--- src/rtl/queue_pkg.sv ---
// rtl/queue_pkg.sv - shared sizes, state type and window-start helper for hif_queue_ctrl
package queue_pkg;

  localparam int DEPTH_DEF = 1536;
  localparam int FRAME_DEF = 1531;
  localparam int PTR_W     = 11;

  typedef enum logic [1:0] {
    ST_FILL,
    ST_IDLE,
    ST_SEQ,
    ST_DONE
  } state_t;

  // Oldest address of a FRAME-long window ending at 'last', modulo depth without 2^PTR_W wrap.
  function automatic logic [PTR_W-1:0] win_start(input logic [PTR_W-1:0] last,
                                                 input int depth, input int frame);
    if (last >= PTR_W'(frame - 1))
      win_start = last - PTR_W'(frame - 1);
    else
      win_start = last + PTR_W'(depth - frame + 1);
  endfunction

endpackage

--- src/rtl/hif_queue_ctrl_if.sv ---
// rtl/hif_queue_ctrl_if.sv - sample strobe in, RAM/ROM addressing and status out
interface hif_queue_ctrl_if;
  import queue_pkg::*;

  logic             wrt_smpl;
  logic             we;
  logic [PTR_W-1:0] waddr;
  logic [PTR_W-1:0] raddr;
  logic             sequencing;
  logic             rd_vld;
  logic [PTR_W-1:0] coeff_addr;
  logic             seq_done;
  logic             primed;
  logic             overrun;

  modport master (
    input  wrt_smpl,
    output we, waddr, raddr, sequencing, rd_vld, coeff_addr, seq_done, primed, overrun
  );

  modport slave (
    output wrt_smpl,
    input  we, waddr, raddr, sequencing, rd_vld, coeff_addr, seq_done, primed, overrun
  );

endinterface

--- src/rtl/circ_ptr.sv ---
// rtl/circ_ptr.sv - modulo-DEPTH pointer with synchronous load and increment
module circ_ptr
  import queue_pkg::*;
#(
  parameter int DEPTH = DEPTH_DEF
) (
  input  logic             clk,
  input  logic             rst_n,
  input  logic             load,
  input  logic [PTR_W-1:0] load_val,
  input  logic             inc,
  output logic [PTR_W-1:0] ptr
);

  always_ff @(posedge clk or negedge rst_n) begin
    if (!rst_n)
      ptr <= '0;
    else if (load)
      ptr <= load_val;
    else if (inc)
      ptr <= (ptr == PTR_W'(DEPTH - 1)) ? '0 : ptr + 1'b1;
  end

endmodule

--- src/rtl/hif_queue_ctrl.sv ---
// rtl/hif_queue_ctrl.sv - circular sample buffer write/read sequencer; HIF_QUEUE_CTRL_OVERRUN_EN adds sticky overrun
module hif_queue_ctrl
  import queue_pkg::*;
#(
  parameter int DEPTH = DEPTH_DEF,
  parameter int FRAME = FRAME_DEF
) (
  input  logic             clk,
  input  logic             rst_n,
  hif_queue_ctrl_if.master bus
);

  state_t           state, state_nxt;
  logic [PTR_W-1:0] wptr, raddr_q, coeff_q, wr_cnt, waddr_q;
  logic             we_q, pending, primed_q, rd_vld_q;
  logic             last_seq, fill_done, seq_load, seq_step, pending_set;

  assign last_seq  = (coeff_q == PTR_W'(FRAME - 1));
  assign fill_done = (state == ST_FILL) && we_q && (wr_cnt == PTR_W'(FRAME - 1));

  always_ff @(posedge clk or negedge rst_n) begin
    if (!rst_n)
      state <= ST_FILL;
    else
      state <= state_nxt;
  end

  always_comb begin
    state_nxt = state;
    case (state)
      ST_FILL: if (fill_done) state_nxt = ST_SEQ;
      ST_IDLE: if (we_q)      state_nxt = ST_SEQ;
      ST_SEQ:  if (last_seq)  state_nxt = ST_DONE;
      ST_DONE: state_nxt = pending ? ST_SEQ : ST_IDLE;
      default: state_nxt = ST_FILL;
    endcase
  end

  always_comb begin
    bus.sequencing = (state == ST_SEQ);
    bus.seq_done   = (state == ST_DONE);
  end

  assign seq_load = (state_nxt == ST_SEQ) && (state != ST_SEQ);
  assign seq_step = (state == ST_SEQ) && !last_seq;
  // A sample whose write lands in SEQ or DONE is missing from the running window and needs another pass.
  assign pending_set = bus.wrt_smpl && ((state_nxt == ST_SEQ) || (state_nxt == ST_DONE));

  circ_ptr #(.DEPTH(DEPTH)) u_wptr (
    .clk      (clk),
    .rst_n    (rst_n),
    .load     (1'b0),
    .load_val ('0),
    .inc      (bus.wrt_smpl),
    .ptr      (wptr)
  );

  circ_ptr #(.DEPTH(DEPTH)) u_rptr (
    .clk      (clk),
    .rst_n    (rst_n),
    .load     (seq_load),
    .load_val (win_start(waddr_q, DEPTH, FRAME)),
    .inc      (seq_step),
    .ptr      (raddr_q)
  );

  always_ff @(posedge clk or negedge rst_n) begin
    if (!rst_n) begin
      we_q     <= 1'b0;
      waddr_q  <= '0;
      wr_cnt   <= '0;
      coeff_q  <= '0;
      pending  <= 1'b0;
      primed_q <= 1'b0;
      rd_vld_q <= 1'b0;
    end else begin
      we_q     <= bus.wrt_smpl;
      rd_vld_q <= (state == ST_SEQ);
      if (bus.wrt_smpl)
        waddr_q <= wptr;
      if ((state == ST_FILL) && we_q)
        wr_cnt <= wr_cnt + 1'b1;
      if (fill_done)
        primed_q <= 1'b1;
      if (seq_load)
        coeff_q <= '0;
      else if (seq_step)
        coeff_q <= coeff_q + 1'b1;
      pending <= pending_set || (pending && (state != ST_DONE));
    end
  end

`ifdef HIF_QUEUE_CTRL_OVERRUN_EN
  logic overrun_q;

  always_ff @(posedge clk or negedge rst_n) begin
    if (!rst_n)
      overrun_q <= 1'b0;
    else if (bus.wrt_smpl && pending)
      overrun_q <= 1'b1;
  end

  assign bus.overrun = overrun_q;
`else
  assign bus.overrun = 1'b0;
`endif

  assign bus.we         = we_q;
  assign bus.waddr      = waddr_q;
  assign bus.raddr      = raddr_q;
  assign bus.coeff_addr = coeff_q;
  assign bus.rd_vld     = rd_vld_q;
  assign bus.primed     = primed_q;

endmodule

--- src/flat_wrapper.sv ---
// flat-port wrapper written by rule: the top's interface ports become plain ports
module hif_queue_ctrl_flat import queue_pkg::*;
#(
  parameter int DEPTH = DEPTH_DEF,
  parameter int FRAME = FRAME_DEF
)
  (clk, rst_n, bus_wrt_smpl, bus_we, bus_waddr, bus_raddr, bus_sequencing, bus_rd_vld, bus_coeff_addr, bus_seq_done, bus_primed, bus_overrun);
  hif_queue_ctrl_if bus_i ();
  input  logic clk;
  input  logic rst_n;
  input wire logic [$bits(bus_i.wrt_smpl)-1:0] bus_wrt_smpl;
  output wire logic [$bits(bus_i.we)-1:0] bus_we;
  output wire logic [$bits(bus_i.waddr)-1:0] bus_waddr;
  output wire logic [$bits(bus_i.raddr)-1:0] bus_raddr;
  output wire logic [$bits(bus_i.sequencing)-1:0] bus_sequencing;
  output wire logic [$bits(bus_i.rd_vld)-1:0] bus_rd_vld;
  output wire logic [$bits(bus_i.coeff_addr)-1:0] bus_coeff_addr;
  output wire logic [$bits(bus_i.seq_done)-1:0] bus_seq_done;
  output wire logic [$bits(bus_i.primed)-1:0] bus_primed;
  output wire logic [$bits(bus_i.overrun)-1:0] bus_overrun;
  assign bus_i.wrt_smpl = bus_wrt_smpl;
  assign bus_we = bus_i.we;
  assign bus_waddr = bus_i.waddr;
  assign bus_raddr = bus_i.raddr;
  assign bus_sequencing = bus_i.sequencing;
  assign bus_rd_vld = bus_i.rd_vld;
  assign bus_coeff_addr = bus_i.coeff_addr;
  assign bus_seq_done = bus_i.seq_done;
  assign bus_primed = bus_i.primed;
  assign bus_overrun = bus_i.overrun;
  hif_queue_ctrl #(.DEPTH(DEPTH), .FRAME(FRAME)) u_core (.clk(clk), .rst_n(rst_n), .bus(bus_i));
endmodule
--- config.mk ---
export PLATFORM = sky130hd
export DESIGN_NAME = hif_queue_ctrl_flat
export DESIGN_NICKNAME = d
export VERILOG_FILES = /design/src/rtl/queue_pkg.sv /design/src/rtl/hif_queue_ctrl_if.sv /design/src/rtl/circ_ptr.sv /design/src/rtl/hif_queue_ctrl.sv /design/src/flat_wrapper.sv
export SDC_FILE = /design/constraint.sdc
export NUM_CORES = 1
export LEC_CHECK = 0
export ABC_AREA = 1
export BUFFER_PORTS_ARGS = -buffer_cell sky130_fd_sc_hd__buf_2
export CAP_MARGIN = 20
export CELL_PAD_IN_SITES_DETAIL_PLACEMENT = 1
export CELL_PAD_IN_SITES_GLOBAL_PLACEMENT = 1
export CORE_UTILIZATION = 46
export DETAILED_ROUTE_END_ITERATION = 12
export MAX_ROUTING_LAYER = met4
export PLACE_DENSITY_LB_ADDON = 0.3
export SYNTH_ARGS = -nofsm -noshare
export SYNTH_HDL_FRONTEND = slang
export SYNTH_SLANG_ARGS = --single-unit
--- constraint.sdc ---
create_clock -name clk -period 3.6 [get_ports clk]
set_input_delay 0.72 -clock clk [delete_from_list [all_inputs] [get_ports clk]]
set_output_delay 0.72 -clock clk [all_outputs]
set_load 0.02 [all_outputs]
After elaboration in Yosys (flattened, before gate mapping)
Cells that the tools add are included.
- register bits after elaboration: 61
- output and inout bits: 39
- word-level logic and storage cells: 51
- $add $sub $neg: 6
- $lt $le $gt $ge: 1
- equality and inequality tests: 11
- muxes and demuxes: 12
- reductions and logical operators: 11
- operators with widths (cell ; number):
    11-bit two-way mux ; 7
    11-bit by 1-bit adder with 11-bit output, second input constant ; 4
    11-bit == test, second input constant ; 4
    11-bit by 3-bit adder with 11-bit output, second input constant ; 1
    11-bit greater-or-equal comparator, second input constant ; 1
    11-bit subtractor, second input constant ; 1
    2-bit == test, second input constant ; 4
    2-bit two-way mux ; 4
    2-bit one-hot mux with 4 select lines ; 1
    1-bit logical AND ; 6
    2-bit != test, second input constant ; 2
    2-bit by 1-bit == test with 1-bit output, second input constant ; 1
    2-bit logical NOT ; 1
    1-bit logical OR ; 2
    2-bit nonzero test ; 1
    1-bit logical NOT ; 1

Logic depth before layout (Yosys ltp)
- depth in word-level cells: 9
- depth in mapped cells: 14
- depth with buffers taken out: 14

By module
Synthesis repeated with hierarchy kept, for this count alone.
- cells, all modules: 466
- area, all modules: 3684.8 um^2
- modules (own cells, without submodules) (module ; times used ; cells an instance ; area each (um^2) ; sequential area each (um^2)):
    hif_queue_ctrl ; 1 ; 282 ; 2183.3 ; 975.9
    circ_ptr ; 2 ; 92 ; 750.7 ; 275.3

Least setup slack after synthesis
Ideal clock, no wire load.
- kind: input to register
- from: input bus_wrt_smpl
- to: register u_core.u_wptr.ptr[9]
- data arrival time: 1.540 ns
- setup slack: 1.934 ns
- stages: 5
- cell sequence: clkbuf_1 > nand2_1 > nor4_1 > xor2_1 > nor2_1
- RTL lines (item ; RTL line ; RTL):
    start: declaration ; flat_wrapper.sv:11 ; input wire logic [$bits(bus_i.wrt_smpl)-1:0] bus_wrt_smpl;
    end signal: assignment ; circ_ptr.sv:19 ; ptr <= load_val;
    end signal: assignment ; circ_ptr.sv:21 ; ptr <= (ptr == PTR_W'(DEPTH - 1)) ? '0 : ptr + 1'b1;
    end: declaration ; circ_ptr.sv:12 ; output logic [PTR_W-1:0] ptr

Final worst setup path
- from: register u_core.coeff_q[0] (netlist: u_core.bus.coeff_addr[0])
- to: register u_core.coeff_q[2] (netlist: u_core.bus.coeff_addr[2])
- word-level cells in the longest chain between the ends: 6
- RTL lines (item ; RTL line ; RTL):
    start: declaration ; hif_queue_ctrl.sv:14 ; logic [PTR_W-1:0] wptr, raddr_q, coeff_q, wr_cnt, waddr_q;
    start signal: assignment ; hif_queue_ctrl.sv:88 ; coeff_q <= coeff_q + 1'b1;
    11-bit == test ; hif_queue_ctrl.sv:18 ; assign last_seq = (coeff_q == PTR_W'(FRAME - 1));
    2-bit two-way mux ; hif_queue_ctrl.sv:33 ; ST_SEQ: if (last_seq) state_nxt = ST_DONE;
    2-bit one-hot mux with 4 select lines ; hif_queue_ctrl.sv:30 ; case (state)
    2-bit == test ; hif_queue_ctrl.sv:44 ; assign seq_load = (state_nxt == ST_SEQ) && (state != ST_SEQ);
    1-bit logical AND ; hif_queue_ctrl.sv:44 ;
    11-bit two-way mux or 2-bit nonzero test (tied branches) ; - ;
Parallel ways exist; a longest one is shown, timed or not. The select of a mux whose other input is x is not followed.
A chain may end at the register's enable or synchronous reset.

==> results.toml <==
[run_status]
status = "complete, no violations"

[setup_path]
timing.critical_path.from_type = "register"
worst_r2r_startpoint = "u_core.bus.coeff_addr[0]"
critical_path_start_end_classification = "register to register"
crit_chain = "inv_1 > ha_1 > nand2_1 > nor2_1 > a31oi_2 > nand2_1 > o21ai_1 > a21oi_1"
cp_data_arrival_time_ns = 2.20
critical-path-max-stage-delay_ns = 0.58
critPathLaunch = "u_core.bus.coeff_addr[0]"
critical-path-top-cell-by-count = "nand2_1"
crit_path_top_delay_cell = "a31oi_2"
critical_path_required_ns = 3.83
rr_endpoint = "u_core.bus.coeff_addr[2]"
path_max_fanout = 13
timing.reg2reg.worst_path_depth = 8
regToRegSetupSlack_ns = 1.64
worst_setup_path_end_kind = "register"
crit_end = "u_core.bus.coeff_addr[2]"

[logic_synthesis]
synth-seq-cells = 61
netlist_area_before_placement_um2 = 3500
ys_warn_count = 0
post_synth.cell_area_avg_um2 = 7.56
synth.distinct_cells = 34
synth_fp_nets = 473
synth.yosys.seq_area_share_pct = 43.6
postSynthCellCount = 463

[flow_run]
maxCapViolations = 0

[final_layout]
layout-drive-gt1-share_pct = 14.9
sequential_cell_area_um2 = 1530
layout.cells.most_common = "nand2_1"
finalInstanceArea_um2 = 3970
finalCoreUtilization_pct = 54.4
layout.filler_cells = 963
multi_input_comb_area_um2 = 1680
most-common-layout-cells = "nand2_1 (131), dfrtp_1 (61), inv_1 (59)"
total_number_of_nets_in_the_final_design = 516
syn_to_final_growth_pct = 13.3
diodes = 0

[clocking]
clock_tree_from_tritoncts = "yes"
htree_levels = 3
worst_setup_hold_path_clk_slew_ns = 0.08
cts_setup_buffers = 0
cts_hold_buffers = 0
worstSkewPairLatency_ns = 0.35
cts-buffers-inserted = 9
max_clock_buf_depth = 2
ctsResizeCount = 0
clkSinkCount = 61
clk_root_buffer_cell = "clkbuf_8"

[drt]
ant_nets = 0
drt-total-wl_um = 9080
drt_iter0_drc = 94
drc = 0
num_vias = 3161
routedWlPerCell_um = 14.9
first_pass_iters = 4
dr_vias_cell = 5.18

[timing]
final-hold-violation-count = 0
minimum_setup_slack_in_the_final_design_ns = 1.64
skew_ns = 0.00699
max_clock_freq_mhz = 509
maxSlewHeadroom_pct = 47.5
setup_viol = 0
worst_pin_slew_ns = 0.785
grt_setup_unrepaired = "no"
whs_ns = 0.325
finalCriticalPeriod_ns = 1.96
final.period_utilization_pct = 54.5
fin_setup_tns_ns = 0
final_max_slew_viol_count = 0

[die]
core.rowCount = 31
fp.dieW_um = 89.2
die_area_um2 = 7960
core_region_area_um2 = 7290
top_level_ports = 42
fp.dieH_um = 89.2
start_util_pct = 48.0

[power_and_ir_drop]
power.leakage_nw = 2.06
power_per_cell_area_nw_per_um2 = 467
power_switching_share_pct = 35.8
power_frac_seq_pct = 49.0
power.share.combinational_pct = 19.7
max-vdd-ir-drop_mv = 0.203
power_frac_clock_pct = 31.3
internal_power_w = 0.00119
netSwitchingPower_w = 0.000662

[global_route]
grt_start_max_net_pins = 41
number_of_global_route_vias_before_repair = 3237
antenna_violations_before_repair = 0
globalRouteOverflowTotal = 0
track_usage_pct = 25.8
grt_first_pass_wirelength_um = 15200

[placed_design]
gp_routability_congestion = 0.897
dp_slack_ns = 1.57
placed_cell_areas_um2 = 3780
port_buffers = 40
detailed_place_hpwl_um = 6770

[min_path]
min_path_type = "primary input to asynchronous set/reset pin"
==> cell usage after synthesis <==
| master | number | share of area, % |
|---|---|---|
| nand2_1 | 131 | 14 |
| dfrtp_1 | 61 | 44 |
| inv_1 | 59 | 6.3 |
| nand3_1 | 47 | 6.7 |
| nor2_1 | 43 | 4.6 |
| xor2_1 | 25 | 6.3 |
| o21ai_0 | 18 | 2.6 |
| o21ai_1 | 12 | 1.7 |
| nand4_1 | 11 | 2.0 |
| nor3_1 | 9 | 1.3 |
| ha_1 | 7 | 2.5 |
| inv_2 | 5 | 0.54 |
| a21oi_1 | 3 | 0.43 |
| buf_4 | 3 | 0.64 |
| clkbuf_1 | 3 | 0.32 |
| nor2_4 | 3 | 0.96 |
| nand2_2 | 2 | 0.36 |
| nand2_4 | 2 | 0.64 |
| nand3_4 | 2 | 1.0 |
| nor2_2 | 2 | 0.36 |
| xnor2_1 | 2 | 0.50 |
| a21boi_0 | 1 | 0.21 |
| a31oi_1 | 1 | 0.18 |
| a31oi_2 | 1 | 0.36 |
| buf_1 | 1 | 0.11 |
| buf_2 | 1 | 0.14 |
| buf_6 | 1 | 0.32 |
| conb_1 | 1 | 0.11 |
| nor3_2 | 1 | 0.29 |
| nor4_1 | 1 | 0.18 |
| o22ai_1 | 1 | 0.18 |
| o31ai_1 | 1 | 0.21 |
| or2_0 | 1 | 0.18 |
| or2_2 | 1 | 0.18 |
==> worst min-delay path by stage <==
| stage | startpoint | to | slack [ns] | depth (start not counted) |
|---|---|---|---|---|
| final | rst_n | u_core.wr_cnt[5] | 0.32 | 1 |
| after global routing | rst_n | u_core.wr_cnt[6] | 0.37 | 1 |
| after CTS | rst_n | u_core.wr_cnt[5] | 0.34 | 1 |
| after detailed placement | u_core.bus.primed | u_core.bus.primed | 0.46 | 2 |
| after global placement | u_core.bus.primed | u_core.bus.primed | 0.44 | 2 |
| after floorplan | rst_n | u_core.bus.coeff_addr[0] | 0.42 | 0 |
==> power by group through the flow <==
stage                     Combinational (W)  Sequential [W]  Clock [W]
final                              0.000364        0.000906   0.000580
after global routing               0.000417        0.000921   0.000613
after CTS                          0.000371        0.000906   0.000588
after detailed placement           0.000368        0.000917          0
after global placement             0.000347        0.000911          0
after floorplan                    0.000216        0.000915          0
==> cell families after synthesis <==
group	count (synthesis)	synth area share, %
buffers and inverters	73	8.40
adder cells (fa/ha/maj)	7	2.50
XOR/XNOR	27	6.75
other	1	0.107
flip-flops	61	43.6
AO/OA/AOI/OAI	38	5.86
AND/OR/NAND/NOR	256	32.8
==> registers in the layout, summed over array words and instances (netlist names) <==
| signal | cells |
|---|---|
| u_core.state | 2 |
| u_core.u_wptr.ptr | 11 |
| u_core.pending | 1 |
| u_core.bus.rd_vld | 1 |
| u_core.bus.we | 1 |
| u_core.wr_cnt | 11 |
| u_core.u_rptr.ptr | 11 |
| u_core.bus.coeff_addr | 11 |
| u_core.bus.primed | 1 |
| u_core.bus.waddr | 11 |
==> per-stage QoR <==
step           cells  power [W]
6_report         610    0.00185
5_1_grt          610    0.00195
4_1_cts          610    0.00186
3_5_place_dp     594    0.00128
3_3_place_gp     594    0.00126
2_1_floorplan    463    0.00113
==> final cells by class <==
class	instances	area share, %
Inverter	64	6.06
Clock buffer	11	3.82
Clock inverter	5	0.884
Multi-Input combinational cell	329	42.4
Tap cell	99	3.12
Sequential cell	61	38.5
Timing Repair Buffer	41	5.24
==> critical path, delay by kind of cell, from the launching register on <==
family / cells / cell delay, ns
AOI/OAI and AO/OA: 3 / 0.82
adders and majority gates: 1 / 0.21
buffers and inverters: 1 / 0.09
DFF: 1 / 0.44
and+or+nand+nor: 3 / 0.30
==> per-layer routing <==
layer  vias to the layer above  GRT usage [%]  wire length (um)
met2                        47           43.7              4590
met1                      1549           31.2              4080
li1                       1549              -                 -
met3                        16           4.80               262
met4                         0           8.23               143
met5                         -              -                 0
Power figures use the tool's default switching activity.
